==> src/rtl/uart_mon_pkg.sv <==
// uart_mon_pkg: shared types and constants for the UART line monitor.
// Holds the receiver FSM state enum, the 16x oversample constants and the
// baud counter width used by uart_line_monitor and uart_mon_baud_gen.
package uart_mon_pkg;
    typedef enum logic [2:0] {IDLE, START, DATA, PARITY, STOP} state_e;
    localparam int OVERSAMPLE = 16;
    localparam int OS_W = $clog2(OVERSAMPLE);
    localparam logic [OS_W-1:0] MID_SAMPLE = OS_W'(7);
    localparam int BAUD_W = 13;
endpackage

==> src/rtl/uart_mon_baud_gen.sv <==
// uart_mon_baud_gen: 16x oversample tick generator.
// Ports: PCLK (clock), PRESET (async active-high reset),
//        tick (one-PCLK pulse every BAUD_VALUE+1 cycles).
module uart_mon_baud_gen
    import uart_mon_pkg::*;
#(
    parameter int BAUD_VALUE = 1
) (
    input  logic PCLK,
    input  logic PRESET,
    output logic tick
);
    logic [BAUD_W-1:0] cnt_q, cnt_d;
    assign tick  = cnt_q == BAUD_W'(BAUD_VALUE);
    assign cnt_d = tick ? '0 : cnt_q + 1'b1;
    always_ff @(posedge PCLK or posedge PRESET) begin
        if (PRESET) cnt_q <= '0;
        else        cnt_q <= cnt_d;
    end
endmodule

==> src/rtl/uart_line_monitor.sv <==
// uart_line_monitor: 16x oversampling UART receiver with error flags.
// Ports: PCLK, PRESET (async active-high), RX (serial line, idle high),
//        DATA_ACK (consumer took the byte), DATA_OUT[7:0], DATA_VALID,
//        PARITY_ERR, FRAMING_ERR, OVERFLOW (sticky until DATA_ACK).
// Build option: define UART_MON_MAJORITY_EN to decide each bit by majority
// of the samples at oversample counts 6/7/8 instead of one sample at 7.
module uart_line_monitor
    import uart_mon_pkg::*;
#(
    parameter int BAUD_VALUE = 1,
    parameter int BIT8       = 1,
    parameter int PARITY_EN  = 0,
    parameter int ODD_N_EVEN = 0
) (
    input  logic       PCLK,
    input  logic       PRESET,
    input  logic       RX,
    input  logic       DATA_ACK,
    output logic [7:0] DATA_OUT,
    output logic       DATA_VALID,
    output logic       PARITY_ERR,
    output logic       FRAMING_ERR,
    output logic       OVERFLOW
);
    state_e state_q, state_d;
    logic rx_s1_q, rx_s2_q, rx_prev_q;
    logic [OS_W-1:0] os_q, os_d;
    logic [2:0] bit_q, bit_d;
    logic [7:0] sh_q, sh_d, byte_w, dout_q, dout_d;
    logic par_q, par_d, valid_q, valid_d, perr_q, perr_d, ferr_q, ferr_d, ovf_q, ovf_d;
    logic tick, fall, dec, bit_val, last_bit, shift_en, par_en, load, ack_eff;

    uart_mon_baud_gen #(.BAUD_VALUE(BAUD_VALUE)) u_baud (
        .PCLK  (PCLK),
        .PRESET(PRESET),
        .tick  (tick)
    );

`ifdef UART_MON_MAJORITY_EN
    logic [1:0] maj_q, maj_d;
    assign maj_d = (tick && os_q == MID_SAMPLE - 1'b1) ? {maj_q[1], rx_s2_q} :
                   (tick && os_q == MID_SAMPLE)        ? {rx_s2_q, maj_q[0]} : maj_q;
    assign dec     = tick && os_q == MID_SAMPLE + 1'b1;
    assign bit_val = (maj_q[0] & maj_q[1]) | (maj_q[0] & rx_s2_q) | (maj_q[1] & rx_s2_q);
    always_ff @(posedge PCLK or posedge PRESET) begin
        if (PRESET) maj_q <= '1;
        else        maj_q <= maj_d;
    end
`else
    assign dec     = tick && os_q == MID_SAMPLE;
    assign bit_val = rx_s2_q;
`endif

    // Edge-triggered start: a line held low after a break never restarts a frame.
    assign fall     = rx_prev_q & ~rx_s2_q;
    assign last_bit = bit_q == ((BIT8 != 0) ? 3'd7 : 3'd6);

    always_ff @(posedge PCLK or posedge PRESET) begin
        if (PRESET) state_q <= IDLE;
        else        state_q <= state_d;
    end

    always_comb begin
        state_d = state_q;
        case (state_q)
            IDLE:    if (fall) state_d = START;
            START:   if (dec) state_d = bit_val ? IDLE : DATA;
            DATA:    if (dec && last_bit) state_d = (PARITY_EN != 0) ? PARITY : STOP;
            PARITY:  if (dec) state_d = STOP;
            STOP:    if (dec) state_d = IDLE;
            default: state_d = IDLE;
        endcase
    end

    always_comb begin
        shift_en = dec && state_q == DATA;
        par_en   = dec && state_q == PARITY;
        load     = dec && state_q == STOP;
    end

    // Oversample counter wraps at 16, which is the bit boundary.
    assign os_d    = (state_q == IDLE) ? '0 : os_q + OS_W'(tick);
    assign bit_d   = (state_q != DATA) ? '0 : bit_q + 3'(shift_en);
    assign sh_d    = shift_en ? {bit_val, sh_q[7:1]} : sh_q;
    assign byte_w  = (BIT8 != 0) ? sh_q : {1'b0, sh_q[7:1]};
    assign par_d   = (state_q == IDLE) ? 1'b0 :
                     par_en ? (^byte_w ^ bit_val ^ (ODD_N_EVEN != 0)) : par_q;
    assign ack_eff = DATA_ACK & valid_q;
    assign valid_d = load | (valid_q & ~ack_eff);
    assign dout_d  = load ? byte_w : dout_q;
    assign perr_d  = load ? par_q : perr_q & ~ack_eff;
    assign ferr_d  = load ? ~bit_val : ferr_q & ~ack_eff;
    assign ovf_d   = ~ack_eff & (ovf_q | (load & valid_q));

    always_ff @(posedge PCLK or posedge PRESET) begin
        if (PRESET) begin
            rx_s1_q   <= 1'b1;
            rx_s2_q   <= 1'b1;
            rx_prev_q <= 1'b1;
            os_q      <= '0;
            bit_q     <= '0;
            sh_q      <= '0;
            par_q     <= 1'b0;
            dout_q    <= '0;
            valid_q   <= 1'b0;
            perr_q    <= 1'b0;
            ferr_q    <= 1'b0;
            ovf_q     <= 1'b0;
        end else begin
            rx_s1_q   <= RX;
            rx_s2_q   <= rx_s1_q;
            rx_prev_q <= rx_s2_q;
            os_q      <= os_d;
            bit_q     <= bit_d;
            sh_q      <= sh_d;
            par_q     <= par_d;
            dout_q    <= dout_d;
            valid_q   <= valid_d;
            perr_q    <= perr_d;
            ferr_q    <= ferr_d;
            ovf_q     <= ovf_d;
        end
    end

    assign DATA_OUT    = dout_q;
    assign DATA_VALID  = valid_q;
    assign PARITY_ERR  = perr_q;
    assign FRAMING_ERR = ferr_q;
    assign OVERFLOW    = ovf_q;
endmodule

==> config.mk <==
export PLATFORM = sky130hd
export DESIGN_NAME = uart_line_monitor
export DESIGN_NICKNAME = d
export VERILOG_FILES = /design/src/rtl/uart_mon_pkg.sv /design/src/rtl/uart_mon_baud_gen.sv /design/src/rtl/uart_line_monitor.sv
export SDC_FILE = /design/constraint.sdc
export NUM_CORES = 1
export LEC_CHECK = 0
export CORE_MARGIN = 2
export CORE_UTILIZATION = 31
export DETAILED_ROUTE_END_ITERATION = 10
export HOLD_SLACK_MARGIN = 0.1
export SLEW_MARGIN = 20
export SYNTH_ARGS = -nofsm -noshare
export SYNTH_HDL_FRONTEND = slang
export SYNTH_SLANG_ARGS = --single-unit
==> constraint.sdc <==
create_clock -name PCLK -period 5.4 [get_ports PCLK]
set_input_delay 0.54 -clock PCLK [delete_from_list [all_inputs] [get_ports PCLK]]
set_output_delay 0.54 -clock PCLK [all_outputs]
set_load 0.005 [all_outputs]
==> impl_metrics.tcl, run 1 <==
set metrics [dict create \
    fmax_mhz 419 \
    synth-warning-count 0 \
    crit_required_ns 5.60 \
    startpoint_type "register" \
    gr-usage-all-layers_pct 10.5 \
    drv_cap 0 \
    first_iter_violations 59 \
    vias_per_cell 4.80 \
    pre_cts_slack_ns 2.99 \
    port_buffers 15 \
    async_flop_share_pct 100 \
    placement_rows 29 \
    dp_hpwl_mm 2.39 \
    crit_chain "inv_1 > ha_1 > or4b_4 > nor4b_4 > nand3_2 > mux2_4" \
    clk_latency_ns 0.30 \
    clk_path_buf_depth 2 \
    synth-seq-area-share_pct 56.2 \
    finalWorstSetupSlack_ns 3.01 \
    final_util_pct 37.8 \
    path_clk_slew_ns 0.09 \
    cts_max_level 2 \
    crit_path_end_kind "register" \
    synth_cell_types 35 \
    place_inst 271 \
    status "completed" \
    hp-class "register to register" \
    first_pass_iters 4 \
    yosys_register_bits 47 \
    power_density_nw_per_um2 311 \
    cts_root_buffer "clkbuf_8" \
    cts_resized 0 \
    ios 16 \
    finalHoldViolations 0 \
    syn_area_um2 2100 \
    num_vias 1340 \
    syn_area_per_cell_um2 11.4 \
    synth_edf_count 0 \
    diodes 0 \
    grt_pass1_wl_mm 6.13 \
    drc 0 \
    ant_nets 0 \
    grt_pass1_vias 1306 \
    ctsHoldBuffers 0 \
    clock_sinks 47 \
    finClkSkew_ns 0.0104 \
    initial_core_util_pct 32.5 \
    fin_cells 279 \
    grt_remaining_overflow 0 \
    crit_fanout 14 \
    fin_nets 211 \
    globalplace.congestion 0.742 \
    postCtsSetupRepairBufs 0 \
    grt_start_max_net_pins 48 \
    path_class "register to register" \
    arrival_ns 2.58 \
    setup_violations 0 \
    fp.dieH_um 86.3 \
    drv_slew 0 \
    drt_wl_total_mm 3.48 \
    peakVddDrop_v 0.000165 \
    p_leak_nw 1.14 \
    finalSetupTns_ns 0 \
    cts_tree "built" \
    finalCriticalPeriod_ns 2.39 \
    area_delta_synth_final_pct 16.3 \
    rsz0062_at_grt "false" \
    synth_flop_cell "dfrtp_1" \
    max_stage_delay_ns 0.49 \
    fin_crit_sh_pct 44.2 \
    cts_buffers 5 \
    syn_nets 194 \
    antenna_found_initial 0 \
    tightest_slew_ns 0.789 \
    worst_path_max_delay_cell "or4b_4" \
    dieWidth_um 86.3 \
    dieArea_um2 7440 \
    syn-instance-count 184 \
    slew_headroom_pct 47.4 \
    drive_gt1_share_pct 12.9 \
    wire_per_inst_um 12.5 \
    core_um2 6460 \
]
==> placed cells by master (no fill, tap or decap), types with 2 or more instances in the layout <==
cell             instances
nand3_1                  9
o21ai_0                  5
xnor2_1                 18
ha_1                     6
inv_1                    4
and3_1                   3
mux2_2                   5
dfrtp_1                 44
nor2b_1                  3
dfstp_2                  3
nor3_1                   2
xor2_1                   4
clkbuf_8                 6
and4_1                   4
nand2_1                 31
nor2_1                  14
clkdlybuf4s50_1         15
mux2_4                   4
nand4_1                  3
==> where the power goes <==
| group | leakage (nW) | switching (mW) | internal [mW] |
|---|---|---|---|
| Clock | 0.0618 | 0.120 | 0.152 |
| Sequential | 0.629 | 0.0247 | 0.376 |
| Combinational | 0.449 | 0.0490 | 0.0388 |
==> Yosys cell counts, drive strengths merged, types with 4 or more instances <==
cell type / count / area share, %
nand2: 31 / 5.5
nor2: 14 / 2.5
o21ai: 5 / 1.2
mux2: 9 / 5.5
clkbuf: 4 / 0.72
dfrtp: 44 / 52
nand3: 10 / 2.6
ha: 6 / 3.6
inv: 5 / 0.89
and4: 4 / 1.7
xnor2: 18 / 7.5
xor2: 4 / 1.7
==> metal layers <==
| metal | share of wire [%] | vias up | routed length [µm] | track usage [%] |
|---|---|---|---|---|
| met1 | 50 | 655 | 1740 | 14.1 |
| li1 | - | 658 | - | - |
| met4 | 2.0 | 0 | 70 | 4.26 |
| met2 | 45 | 21 | 1570 | 16.2 |
| met5 | 0 | - | 0 | 0 |
| met3 | 3.0 | 6 | 103 | 2.67 |
==> state kept, by name, summed over array words and instances, names as in the netlist, 3 cells and up <==
register      count
os_q              4
bit_q             3
u_baud.cnt_q     13
byte_w            8
state_q           3
DATA_OUT          8
==> through the flow <==
| step | total power, mW | area, µm² | hold slack, ns |
|---|---|---|---|
| 2_1_floorplan | 0.471 | 2100 | 0.345 |
| 3_3_place_gp | 0.494 | 2320 | 0.347 |
| 3_5_place_dp | 0.496 | 2320 | 0.351 |
| 4_1_cts | 0.772 | 2440 | 0.364 |
| 5_1_grt | 0.805 | 2440 | 0.372 |
| 6_report | 0.760 | 2440 | 0.364 |
==> layout make-up <==
type	instances	area [µm²]
Clock inverter	2	38.8
Clock buffer	6	82.6
Timing Repair Buffer	15	150
Multi-Input combinational cell	127	873
Tap cell	77	96.3
Sequential cell	47	1180
Inverter	5	20.0
Fill cell	645	4020
==> worst paths after layout <==
path	from	to	slack (ns)	cells after the start
max in group asynchronous	PRESET	u_baud.cnt_q[11]	4.24	2
worst max-delay path	u_baud.cnt_q[1]	DATA_OUT[0]	3.01	6
worst min register to register	rx_s1_q	bit_val	0.36	0
min in group asynchronous	PRESET	DATA_OUT[4]	0.67	2
worst min-delay path	rx_s1_q	bit_val	0.36	0
worst max register to register	u_baud.cnt_q[1]	DATA_OUT[0]	3.01	6
==> cell families after synthesis <==
group	synth area share [%]
and+or+nand+nor	20.0
DFF	56.2
xor gates and xnor gates	9.18
AOI/OAI and AO/OA	3.28
buffers and inverters	2.15
muxes	5.55
adders and majority gates	3.58
==> critical path, delay by kind of cell, from the launching register on <==
family | cells | cell delay, ns
adders and majority gates | 1 | 0.12
buffers and inverters | 1 | 0.07
DFF | 1 | 0.43
muxes | 1 | 0.40
and+or+nand+nor | 3 | 1.27
(Power assumes the default switching activity.)
==> inputs of run 2 (changes only) <==
Clock period 5.4 ns to 2.4 ns, I/O delays scaled along.
==> run 2 against run 1 <==
Clock power grew 110%; sequential share of layout area shrank 1.1 points; global-route usage shrank 0.064 points; register-to-register slack lost 2.8 ns; die area is the same; critical endpoint is now DATA_OUT[3]; largest power group unchanged.
==> impl_metrics.tcl, run 2 (synthesis results as in run 1) <==
set metrics [dict create \
    status "completed" \
    total_power_mw 1.68 \
    grt_start_max_net_pins 48 \
    power_density_nw_per_um2 673 \
    gr-usage-all-layers_pct 10.4 \
    ios 16 \
    drt_wl_total_mm 3.50 \
    crit_required_ns 2.60 \
    ant_nets 0 \
    port_buffers 15 \
    cts_tree "built" \
    grt_pass1_vias 1293 \
    cts_buffers 5 \
    final_common_cell "dfrtp_1" \
    cts_resized 0 \
    finalWorstSetupSlack_ns 0.174 \
    dieWidth_um 86.3 \
    most-common-layout-cells "44 x dfrtp_1, 31 x nand2_1, 18 x xnor2_1" \
    grt_remaining_overflow 0 \
    p_leak_nw 1.18 \
    n_fill_cell 616 \
    first_pass_iters 4 \
    fin_area_um2 2500 \
    finalSetupTns_ns 0 \
    drc 0 \
    clock_sinks 47 \
    fin_crit_sh_pct 92.8 \
    vias_per_cell 4.69 \
    finalCriticalPeriod_ns 2.23 \
    clk_latency_ns 0.31 \
    first_iter_violations 51 \
    fin_nets 220 \
    grt_pass1_wl_mm 6.12 \
    num_vias 1350 \
    worst_path_max_delay_cell "or4b_4" \
    globalplace.congestion 0.737 \
    cts_max_level 2 \
    post_dp_cell_area_um2 2390 \
    arrival_ns 2.43 \
    crit_chain "inv_1 > ha_1 > or4b_4 > nor4b_4 > nand3_2 > mux2_4" \
    antenna_found_initial 0 \
    max_stage_delay_ns 0.49 \
    core_um2 6460 \
    pre_cts_slack_ns 0.148 \
    wire_per_inst_um 12.1 \
    fmax_mhz 449 \
    path_clk_slew_ns 0.09 \
    dp_hpwl_mm 2.43 \
    initial_core_util_pct 32.5 \
    crit_fanout 13 \
    tightest_slew_ns 0.584 \
    largest_register_ffs 13 \
    final_util_pct 38.7 \
    postCtsSetupRepairBufs 0 \
    finalHoldViolations 0 \
    diodes 0 \
    hp-class "primary input to register" \
    top_register "u_baud.cnt_q" \
    path_class "register to register" \
    fp.dieH_um 86.3 \
    drv_cap 0 \
    cts_root_buffer "clkbuf_8" \
    drv_slew 0 \
    area_delta_synth_final_pct 19.1 \
    dieArea_um2 7440 \
    rsz0062_at_grt "false" \
    finClkSkew_ns 0.00707 \
    crit_path_end_kind "register" \
    peakVddDrop_v 0.000208 \
    ctsHoldBuffers 0 \
    placement_rows 29 \
    startpoint_type "register" \
    drive_gt1_share_pct 16.6 \
    slew_headroom_pct 61.1 \
    setup_violations 0 \
    clk_path_buf_depth 2 \
]
-- run 2: metal layers --
metal,routed length (µm),vias up,track usage (%),part of all wire (%)
met1,1730,652,13.9,49
met2,1600,17,16.3,46
li1,-,674,-,-
met4,78,0,4.69,2.2
met3,98,7,2.29,2.8
met5,0,-,0,0
-- run 2: worst paths after layout --
check / startpoint / endpoint / slack (ns) / cells past startpoint
hold reg to reg: rx_s1_q / bit_val / 0.36 / 0
setup / recovery: u_baud.cnt_q[1] / DATA_OUT[3] / 0.17 / 6
hold / removal: RX / rx_s1_q / 0.34 / 1
max in group asynchronous: PRESET / bit_q[2] / 1.61 / 3
min in group asynchronous: PRESET / DATA_OUT[3] / 0.40 / 3
setup reg to reg: u_baud.cnt_q[1] / DATA_OUT[3] / 0.17 / 6
-- run 2: metrics by stage --
stage                     instances  hold slack [ns]
after floorplan                 184            0.244
after global placement          280            0.346
after detailed placement        280            0.348
after CTS                       288            0.332
after global routing            288            0.335
final                           288            0.336
-- run 2: final cells by class --
class | count | area (µm²) | area share [%]
sequential | 47 | 1180 | 47.2
multi-input combinational | 127 | 873 | 35.0
timing repair buffer | 24 | 218 | 8.71
tap | 77 | 96.3 | 3.86
clock buffer | 5 | 68.8 | 2.75
clock inverter | 3 | 43.8 | 1.75
inverter | 5 | 18.8 | 0.751
-- run 2: power by group --
| group | switching [mW] | internal (mW) | leakage, nW |
|---|---|---|---|
| clock | 0.269 | 0.310 | 0.0581 |
| combinational | 0.111 | 0.0930 | 0.494 |
| sequential | 0.0535 | 0.845 | 0.629 |
-- run 2: worst max-delay path, delay by kind of cell (launching register included) --
| family | cells | cell delay [ns] |
|---|---|---|
| flip-flops | 1 | 0.38 |
| multiplexers | 1 | 0.40 |
| adder cells (fa/ha/maj) | 1 | 0.12 |
| AND/OR/NAND/NOR | 3 | 1.16 |
| buffers and inverters | 1 | 0.05 |
==> inputs of run 3 (changes only) <==
Settings changed: CORE_ASPECT_RATIO set to 2.
==> run 3 against run 2 <==
Global-route usage is 1.1 points higher; cell count is 3.5% higher; first-iteration DRC count is 25% lower; critical endpoint unchanged; highest routed layer unchanged.
==> impl_metrics.tcl, run 3 (synthesis results as in run 1) <==
set metrics [dict create \
    num_vias 1391 \
    peakVddDrop_v 0.000255 \
    grt_start_max_net_pins 19 \
    ant_nets 0 \
    rr_endpoint "DATA_OUT[3]" \
    crit_path_end "DATA_OUT[3]" \
    finalWorstSetupSlack_ns 0.221 \
    reg2reg_from "u_baud.cnt_q[1]" \
    port_buffers 15 \
    dieWidth_um 62.2 \
    finClkSkew_ns 0.00625 \
    clk_path_buf_depth 2 \
    slew_headroom_pct 70.0 \
    cts_max_level 2 \
    fp.dieH_um 120 \
    cts_buffers 5 \
    fin_crit_sh_pct 90.8 \
    antenna_found_initial 0 \
    n_fill_cell 649 \
    cts_resized 0 \
    arrival_ns 2.36 \
    crit_required_ns 2.58 \
    initial_core_util_pct 31.9 \
    startpoint_type "register" \
    grt_pass1_wl_mm 6.77 \
    cts_tree "built" \
    vias_per_cell 4.67 \
    top_register "u_baud.cnt_q" \
    first_pass_iters 4 \
    pre_cts_slack_ns 0.0783 \
    crit_fanout 14 \
    cts_root_buffer "clkbuf_16" \
    first_iter_violations 38 \
    clock_sinks 47 \
    fin_nets 219 \
    drive_gt1_share_pct 16.2 \
    drt_wl_total_mm 3.80 \
    gr-usage-all-layers_pct 11.6 \
    grt_pass1_vias 1462 \
    ctsHoldBuffers 0 \
    clk_latency_ns 0.29 \
    placement_rows 42 \
    wire_per_inst_um 12.8 \
    timing.hold.ws_ns 0.222 \
    worstSetupStartpoint "u_baud.cnt_q[1]" \
    dp_hpwl_mm 2.86 \
    grt_remaining_overflow 0 \
    multi_input_area_um2 881 \
    finalSetupTns_ns 0 \
    most-common-layout-cells "44 x dfrtp_1, 31 x nand2_1, 18 x xnor2_1" \
    drv_cap 0 \
    ios 16 \
    p_leak_nw 1.18 \
    drc 0 \
    largest_register_ffs 13 \
    postCtsSetupRepairBufs 0 \
    diodes 0 \
    area_delta_synth_final_pct 21.3 \
    fmax_mhz 459 \
    tightest_slew_ns 0.446 \
    crit_path_end_kind "register" \
    globalplace.congestion 0.802 \
    hp-class "primary input to asynchronous set/reset pin" \
    path_class "register to register" \
    fin_area_um2 2540 \
    r2r_slack_ns 0.22 \
    seqCellArea_um2 1180 \
    core_um2 6570 \
    rsz0062_at_grt "false" \
    setup_violations 0 \
    path_clk_slew_ns 0.07 \
    finalHoldViolations 0 \
    final_common_cell "dfrtp_1" \
    drv_slew 0 \
    reg2regPathDepth 6 \
    dieArea_um2 7480 \
    post_dp_cell_area_um2 2390 \
    status "completed" \
    power_density_nw_per_um2 705 \
    finalCriticalPeriod_ns 2.18 \
]
[run 3: cell count changes in the layout (fill, tap and decap cells not counted)]
cell / previous run / this run
buf_4: 9 / 8
bufinv_16: 1 / 0
clkbuf_16: 0 / 5
clkbuf_8: 5 / 0
clkinv_4: 1 / 0
clkinvlp_4: 0 / 2
nand3_2: 1 / 0
nand3_4: 0 / 1
[run 3: through the flow]
step	power, mW	utilization, %	std cells
6_report	1.79	38.7	298
5_1_grt	1.89	38.7	298
4_1_cts	1.82	38.6	298
3_5_place_dp	1.13	36.4	290
3_3_place_gp	1.13	36.4	290
2_1_floorplan	1.06	-	184
[run 3: area by class of cell]
class / count / area share [%]
Inverter: 5 / 0.737
Multi-Input combinational cell: 127 / 34.6
Clock buffer: 5 / 4.92
Timing Repair Buffer: 23 / 8.26
Tap cell: 88 / 4.33
Sequential cell: 47 / 46.4
Clock inverter: 3 / 0.787
[run 3: metal layers]
metal / part of all wire [%] / global-route usage (%)
met5: 0 / 0
met4: 2.5 / 6.25
met3: 3.0 / 2.88
met2: 58 / 22.5
met1: 36 / 10.8
[run 3: worst min-delay path by stage]
| stage | start | endpoint | slack, ns | cells past startpoint |
|---|---|---|---|---|
| 3_3_place_gp | rx_s1_q | bit_val | 0.35 | 0 |
| 5_1_grt | PRESET | DATA_OUT[6] | 0.26 | 2 |
| 6_report | PRESET | DATA_OUT[6] | 0.22 | 2 |
| 2_1_floorplan | RX | rx_s1_q | 0.24 | 0 |
| 3_5_place_dp | rx_s1_q | bit_val | 0.35 | 0 |
| 4_1_cts | PRESET | DATA_OUT[6] | 0.24 | 2 |
[run 3: power breakdown]
part           internal, mW  switching [mW]  total, mW
Clock                 0.384           0.296      0.679
Sequential            0.846          0.0534      0.900
Combinational        0.0941           0.120      0.214
[run 3: worst max-delay path, cell delays in order, from the launching register on]
cell and delay, ns:
dfrtp_1 0.43, inv_1 0.07, ha_1 0.12, or4b_4 0.49, nor4b_4 0.37, nand3_4 0.24
mux2_4 0.35
